**src/rtl/traffic_queue_sensor_if.sv**
```systemverilog
// Handshake bundle between the traffic queue sensor and its surroundings:
// arrivals and green feedback in, traffic-present flags, depths and drop flags out.
interface traffic_queue_sensor_if #(
    parameter int QW = 4
);
    logic          arr_a;
    logic          arr_b;
    logic          GA;
    logic          GB;
    logic          TA;
    logic          TB;
    logic [QW-1:0] count_a;
    logic [QW-1:0] count_b;
    logic          drop_a;
    logic          drop_b;

    modport master (
        output arr_a, arr_b, GA, GB,
        input  TA, TB, count_a, count_b, drop_a, drop_b
    );

    modport slave (
        input  arr_a, arr_b, GA, GB,
        output TA, TB, count_a, count_b, drop_a, drop_b
    );
endinterface

```
**src/rtl/traffic_queue_sensor.sv**
```systemverilog
// Per-road vehicle queue model feeding TA/TB to the traffic light controller.
// Define TRAFFIC_QUEUE_LFSR_ARRIVAL_EN to replace the arrival ports with an internal LFSR.
module traffic_queue_sensor #(
    parameter int QW      = 4,
    parameter int THRESH  = 1,
    parameter int DEP_GAP = 2
) (
    input logic                   clk,
    input logic                   rst_n,
    traffic_queue_sensor_if.slave q_if
);
    localparam int            TW       = (DEP_GAP > 1) ? $clog2(DEP_GAP) : 1;
    localparam logic [QW-1:0] CNT_MAX  = '1;
    localparam logic [QW-1:0] THR      = QW'(THRESH);
    localparam logic [TW-1:0] TMR_LAST = TW'(DEP_GAP - 1);

    typedef enum logic [1:0] {
        IDLE  = 2'b00,
        DRAIN = 2'b01,
        EMPTY = 2'b10
    } state_e;

    logic [1:0] arr;
    logic [1:0] grn;

    assign grn = {q_if.GB, q_if.GA};

`ifdef TRAFFIC_QUEUE_LFSR_ARRIVAL_EN
    logic [7:0] lfsr_q;
    logic [7:0] lfsr_d;

    // Fibonacci form of x^8+x^6+x^5+x^4+1, shifting toward the MSB
    assign lfsr_d = {lfsr_q[6:0], lfsr_q[7] ^ lfsr_q[5] ^ lfsr_q[4] ^ lfsr_q[3]};

    always_ff @(posedge clk or negedge rst_n) begin
        if (!rst_n) lfsr_q <= 8'hA5;
        else        lfsr_q <= lfsr_d;
    end

    assign arr = {lfsr_q[5] & lfsr_q[7], lfsr_q[0] & lfsr_q[3]};
`else
    assign arr = {q_if.arr_b, q_if.arr_a};
`endif

    for (genvar d = 0; d < 2; d++) begin : g_dir
        state_e        st_q;
        logic [TW-1:0] tmr_q, tmr_d;
        logic [QW-1:0] cnt_q, cnt_d;
        logic          t_q, t_d;
        logic          drop_q, drop_d;
        logic          dep;

        // The timer is held in EMPTY so a fresh arrival waits one cycle before the gap starts
        always_comb begin
            dep    = grn[d] && (cnt_q != '0) && (st_q != EMPTY) && (tmr_q == TMR_LAST);
            tmr_d  = (!grn[d] || (cnt_q == '0) || (st_q == EMPTY) || dep) ? '0 : tmr_q + 1'b1;
            cnt_d  = cnt_q;
            drop_d = drop_q;
            if (arr[d] && !dep) begin
                if (cnt_q == CNT_MAX) drop_d = 1'b1;
                else                  cnt_d  = cnt_q + 1'b1;
            end else if (dep && !arr[d]) begin
                cnt_d = cnt_q - 1'b1;
            end
            t_d = (cnt_d >= THR);
        end

        always_ff @(posedge clk or negedge rst_n) begin
            if (!rst_n) begin
                st_q   <= IDLE;
                tmr_q  <= '0;
                cnt_q  <= '0;
                t_q    <= 1'b0;
                drop_q <= 1'b0;
            end else begin
                tmr_q  <= tmr_d;
                cnt_q  <= cnt_d;
                t_q    <= t_d;
                drop_q <= drop_d;
                case (st_q)
                    IDLE:    if (grn[d]) st_q <= (cnt_q != '0) ? DRAIN : EMPTY;
                    DRAIN:   if (!grn[d]) st_q <= IDLE;
                             else if (cnt_d == '0) st_q <= EMPTY;
                    EMPTY:   if (!grn[d]) st_q <= IDLE;
                             else if (cnt_q != '0) st_q <= DRAIN;
                    default: st_q <= IDLE;
                endcase
            end
        end
    end

    assign q_if.TA      = g_dir[0].t_q;
    assign q_if.TB      = g_dir[1].t_q;
    assign q_if.count_a = g_dir[0].cnt_q;
    assign q_if.count_b = g_dir[1].cnt_q;
    assign q_if.drop_a  = g_dir[0].drop_q;
    assign q_if.drop_b  = g_dir[1].drop_q;
endmodule

```
**src/flat_wrapper.sv**
```systemverilog
// flat-port wrapper written by rule: the top's interface ports become plain ports
module traffic_queue_sensor_flat 
#(
    parameter int QW      = 4,
    parameter int THRESH  = 1,
    parameter int DEP_GAP = 2
)
  (clk, rst_n, q_if_arr_a, q_if_arr_b, q_if_GA, q_if_GB, q_if_TA, q_if_TB, q_if_count_a, q_if_count_b, q_if_drop_a, q_if_drop_b);
  traffic_queue_sensor_if #(.QW(QW)) q_if_i ();
  input logic clk;
  input logic rst_n;
  input wire logic [$bits(q_if_i.arr_a)-1:0] q_if_arr_a;
  input wire logic [$bits(q_if_i.arr_b)-1:0] q_if_arr_b;
  input wire logic [$bits(q_if_i.GA)-1:0] q_if_GA;
  input wire logic [$bits(q_if_i.GB)-1:0] q_if_GB;
  output wire logic [$bits(q_if_i.TA)-1:0] q_if_TA;
  output wire logic [$bits(q_if_i.TB)-1:0] q_if_TB;
  output wire logic [$bits(q_if_i.count_a)-1:0] q_if_count_a;
  output wire logic [$bits(q_if_i.count_b)-1:0] q_if_count_b;
  output wire logic [$bits(q_if_i.drop_a)-1:0] q_if_drop_a;
  output wire logic [$bits(q_if_i.drop_b)-1:0] q_if_drop_b;
  assign q_if_i.arr_a = q_if_arr_a;
  assign q_if_i.arr_b = q_if_arr_b;
  assign q_if_i.GA = q_if_GA;
  assign q_if_i.GB = q_if_GB;
  assign q_if_TA = q_if_i.TA;
  assign q_if_TB = q_if_i.TB;
  assign q_if_count_a = q_if_i.count_a;
  assign q_if_count_b = q_if_i.count_b;
  assign q_if_drop_a = q_if_i.drop_a;
  assign q_if_drop_b = q_if_i.drop_b;
  traffic_queue_sensor #(.QW(QW), .THRESH(THRESH), .DEP_GAP(DEP_GAP)) u_core (.clk(clk), .rst_n(rst_n), .q_if(q_if_i));
endmodule
```
**config.mk**
```make
export PLATFORM = sky130hd
export DESIGN_NAME = traffic_queue_sensor_flat
export DESIGN_NICKNAME = d
export VERILOG_FILES = /design/src/rtl/traffic_queue_sensor_if.sv /design/src/rtl/traffic_queue_sensor.sv /design/src/flat_wrapper.sv
export SDC_FILE = /design/constraint.sdc
export NUM_CORES = 1
export LEC_CHECK = 0
export CAP_MARGIN = 20
export CORE_AREA = 2 2 61 63
export CTS_CLUSTER_DIAMETER = 120
export DETAILED_ROUTE_END_ITERATION = 12
export DIE_AREA = 0 0 63 65
export GPL_TIMING_DRIVEN = 0
export PLACE_DENSITY_LB_ADDON = 0.12
export SKIP_CTS_REPAIR_TIMING = 1
export SYNTH_ARGS = -nofsm -noshare
export SYNTH_HDL_FRONTEND = slang
export SYNTH_SLANG_ARGS = --single-unit
```
**constraint.sdc**
```tcl
create_clock -name clk -period 4.4 [get_ports clk]
set_input_delay 0.88 -clock clk [delete_from_list [all_inputs] [get_ports clk]]
set_output_delay 0.88 -clock clk [all_outputs]
set_load 0.01 [all_outputs]
```
==> impl_results.md <==
- PD cells: between 500 and 600 nW/um2
- Final instance area: about 1400 um2
- Final setup fails: 0
- Initial Util: 32.78%
- Worst clock skew: roughly 0.0023 ns
- Clk pin slew, worst setup/hold paths: roughly 0.1 ns
- Ys Warns: 0
- Die width: 63 um
- Syn Area/Cell: roughly 9.6 um2
- Post-Place Cell Area: between 1000 and 1500 um2
- CTS root buffer: clkbuf_4
- Share of the yosys chip area belonging to registers: between 30% and 40%
- Vias in the first global route: roughly 960
- Avg WL per Cell: roughly 12 um
- Met1 Usage GRT: approximately 14%
- Cells along the critical path: clkdlybuf4s50_1 -> nand2_1 -> nor3_2 -> mux2i_1 -> xnor2_1 -> or4_4 -> a41o_1
- # port buffers: 17
- Worst skew pair latency: 0.28 ns
- Outcome: finished clean
- Initial DRC count: 61
- Yosys top cell area share: between 30 and 40%
- Leak: just under 0.6 nW
- Synth area leader: dfrtp_1
- Final nets: between 150 and 200
- Worst slew margin relative to its limit: a little under half
- N_diodes: 0
- Critical path arrival: ~3.2 ns
- DR vias: 959
- Die height: approximately 65 um
- Hold slack: roughly 0.43 ns
- Initial antenna violation count: 0
- Post-synthesis cell count: between 100 and 150
- Worst Hold Class: flop to flop
- Final period util: about two thirds
- Drt first pass iters: 4
- Met2 Use GR: between 20% and 30%
- Fin crit period: 2.979 ns
- Worst slew pin tran: 0.7849 ns
- Non-filler cells in the finished layout: roughly 190
- Synthesized flop and latch total: 18
- CTS tree: done
- CP delay by family, top: simple AND/OR/NAND/NOR gates
- Overall Global Routing Usage: between 10% and 20%
- Fin. Hold Viols: 0
- Multi-input logic area: ~640 um2
- Final GP Congestion: 0.7891
- Gr busiest metal: met2
- Synth top area cells: dfrtp_1 (39%), mux2i_1 (6.1%), ha_1 (4.4%)
- RSZ-0062 raised after global routing: no
- Final Util: 40.41%
- Congestion Overflow GR: 0
- Setup TNS: 0 ns
- WP buf/inv: 1
- DP Cell Count: about 180
- Worst EP required: ~4.6 ns
- Synth Cell Area: roughly 1100 um2
- # IOs: 18
- Core area: 3496 um2
- Max IR drop VDD: 0.3392 mV
- Crit Path Class: primary input to flop
- Hpwl dp: about 1800 um
- Largest net degree at the start of global routing: 19
- Die area: ~4000 um2
- FMAX: 335.7 MHz
- Met3 Use GR: around 1.4%
- Fillers: between 300 and 400
- Max Root-Sink Buffers: 2
- Layout cell share with drive strength beyond 1: a little under a tenth
- Synthesized Nets: 129
- Slowest cell delay on critical path: about 0.56 ns
- Syn-to-layout area delta: 23.25%
- Register Area: 450.4 um2
- H-tree depth: 1
- CTS Buf Count: 3
- Clock tree sinks: 18
- First-pass GRT wire length: 4071 um
- Startpoint types: primary input
- Synth cell types: 42
- CP Max Fanout: 6
- Maxcap violations: 0
- Row Count: 22
- DR vias/cell: ~5.1
- CP max stage cell: or4_4
- CP endpoint kind: flop
- Slew Limit Fails: 0
- Post-route ant nets: 0
- Residual DRC: 0
- Final wirelength: between 2000 and 2500 um
## per-layer routing
layer  vias up  part of all wire (%)
li1        479                     -
met1       467                    46
met2        11                    50
met3         2                   3.1
met4         0                  0.76
met5         -                     0
## through the flow
step	total power, mW	setup WS, ns
2_1_floorplan	0.5657	1.871
3_3_place_gp	0.7147	1.128
3_5_place_dp	0.7238	1.100
4_1_cts	0.8251	1.409
5_1_grt	0.8901	1.275
6_report	0.8145	1.421
## path summary, 6_finish.rpt
kind,start,to,slack [ns],cells after the start
setup / recovery,q_if_GA,u_core.g_dir[0].st_q[0],1.42,7
hold / removal,u_core.g_dir[1].tmr_q,u_core.g_dir[1].tmr_q,0.43,1
setup reg to reg,u_core.q_if.count_a[0],u_core.g_dir[0].st_q[0],1.64,8
hold reg to reg,u_core.g_dir[1].tmr_q,u_core.g_dir[1].tmr_q,0.43,1
max in group asynchronous,rst_n,u_core.q_if.count_a[3],2.86,1
min in group asynchronous,rst_n,u_core.q_if.drop_a,1.05,1
## worst register-to-register path, cell delays in order, from the launching register on
cell and delay (ns):
dfrtp_1 0.46, inv_1 0.11, ha_1 0.27, nor3b_4 0.19, nor3_2 0.43, mux2i_1 0.29, xnor2_1 0.10, or4_4 0.56
a41o_1 0.26
## flip-flops by register name (all words and copies together) (netlist names)
register	flops
u_core.g_dir.st_q	4
u_core.q_if.count_b	4
u_core.q_if.count_a	4
u_core.q_if.TB	1
u_core.g_dir.tmr_q	2
u_core.q_if.drop_a	1
u_core.q_if.drop_b	1
u_core.q_if.TA	1
## power breakdown
part	switching [mW]	total, mW	internal [mW]
clock network	0.0469	0.0972	0.0503
logic	0.215	0.439	0.223
registers	0.0613	0.279	0.218
## synthesized netlist by cell type, drive strengths merged
master	number
o211ai	1
o22a	1
nor3b	4
or4b	1
and2b	1
o21bai	3
nor2	7
a211oi	1
o21ai	3
a41o	1
o32ai	1
o211a	1
nand4b	2
or4	1
xnor2	3
nand2	10
buf	3
o31ai	1
nand3	5
a21oi	6
or3b	1
clkbuf	1
nand3b	3
o21a	1
a2bb2oi	2
a311oi	1
nor3	3
ha	4
nand4	3
o32a	1
o22ai	1
dfrtp	18
nor4	2
inv	8
nand2b	5
nor4b	1
a41oi	1
mux2i	7
## cell usage in the layout, fill, tap and decap left out, drive strengths merged, types with 2 or more instances in the layout
cell type / instances
dfrtp: 18
clkdlybuf4s50: 17
nand2: 10
inv: 8
mux2i: 7
nor2: 7
a21oi: 6
nand3: 5
nand2b: 5
clkbuf: 5
ha: 4
nor3b: 4
xnor2: 3
nand4: 3
o21bai: 3
nand3b: 3
buf: 3
nor3: 3
o21ai: 3
nor4: 2
nand4b: 2
a2bb2oi: 2
## final cells by class
class                   count  area share, %
multi-input cells          89          45.35
flip-flops and latches     18          31.89
repair buffers             17          12.05
well taps                  48          4.252
clock buffers               4          2.569
inverters                   8          2.126
plain buffers               4          1.771
## kinds of logic after synthesis
| group | count (synthesis) | share of synthesized area [%] |
|---|---|---|
| fa+ha+maj | 4 | 4.367 |
| buf+inv | 12 | 4.803 |
| compound gates | 26 | 16.81 |
| flops | 18 | 39.30 |
| simple gates | 49 | 26.31 |
| mux | 7 | 6.114 |
| xor+xnor | 3 | 2.293 |
Note: power is estimated with default switching activity, not from simulation.
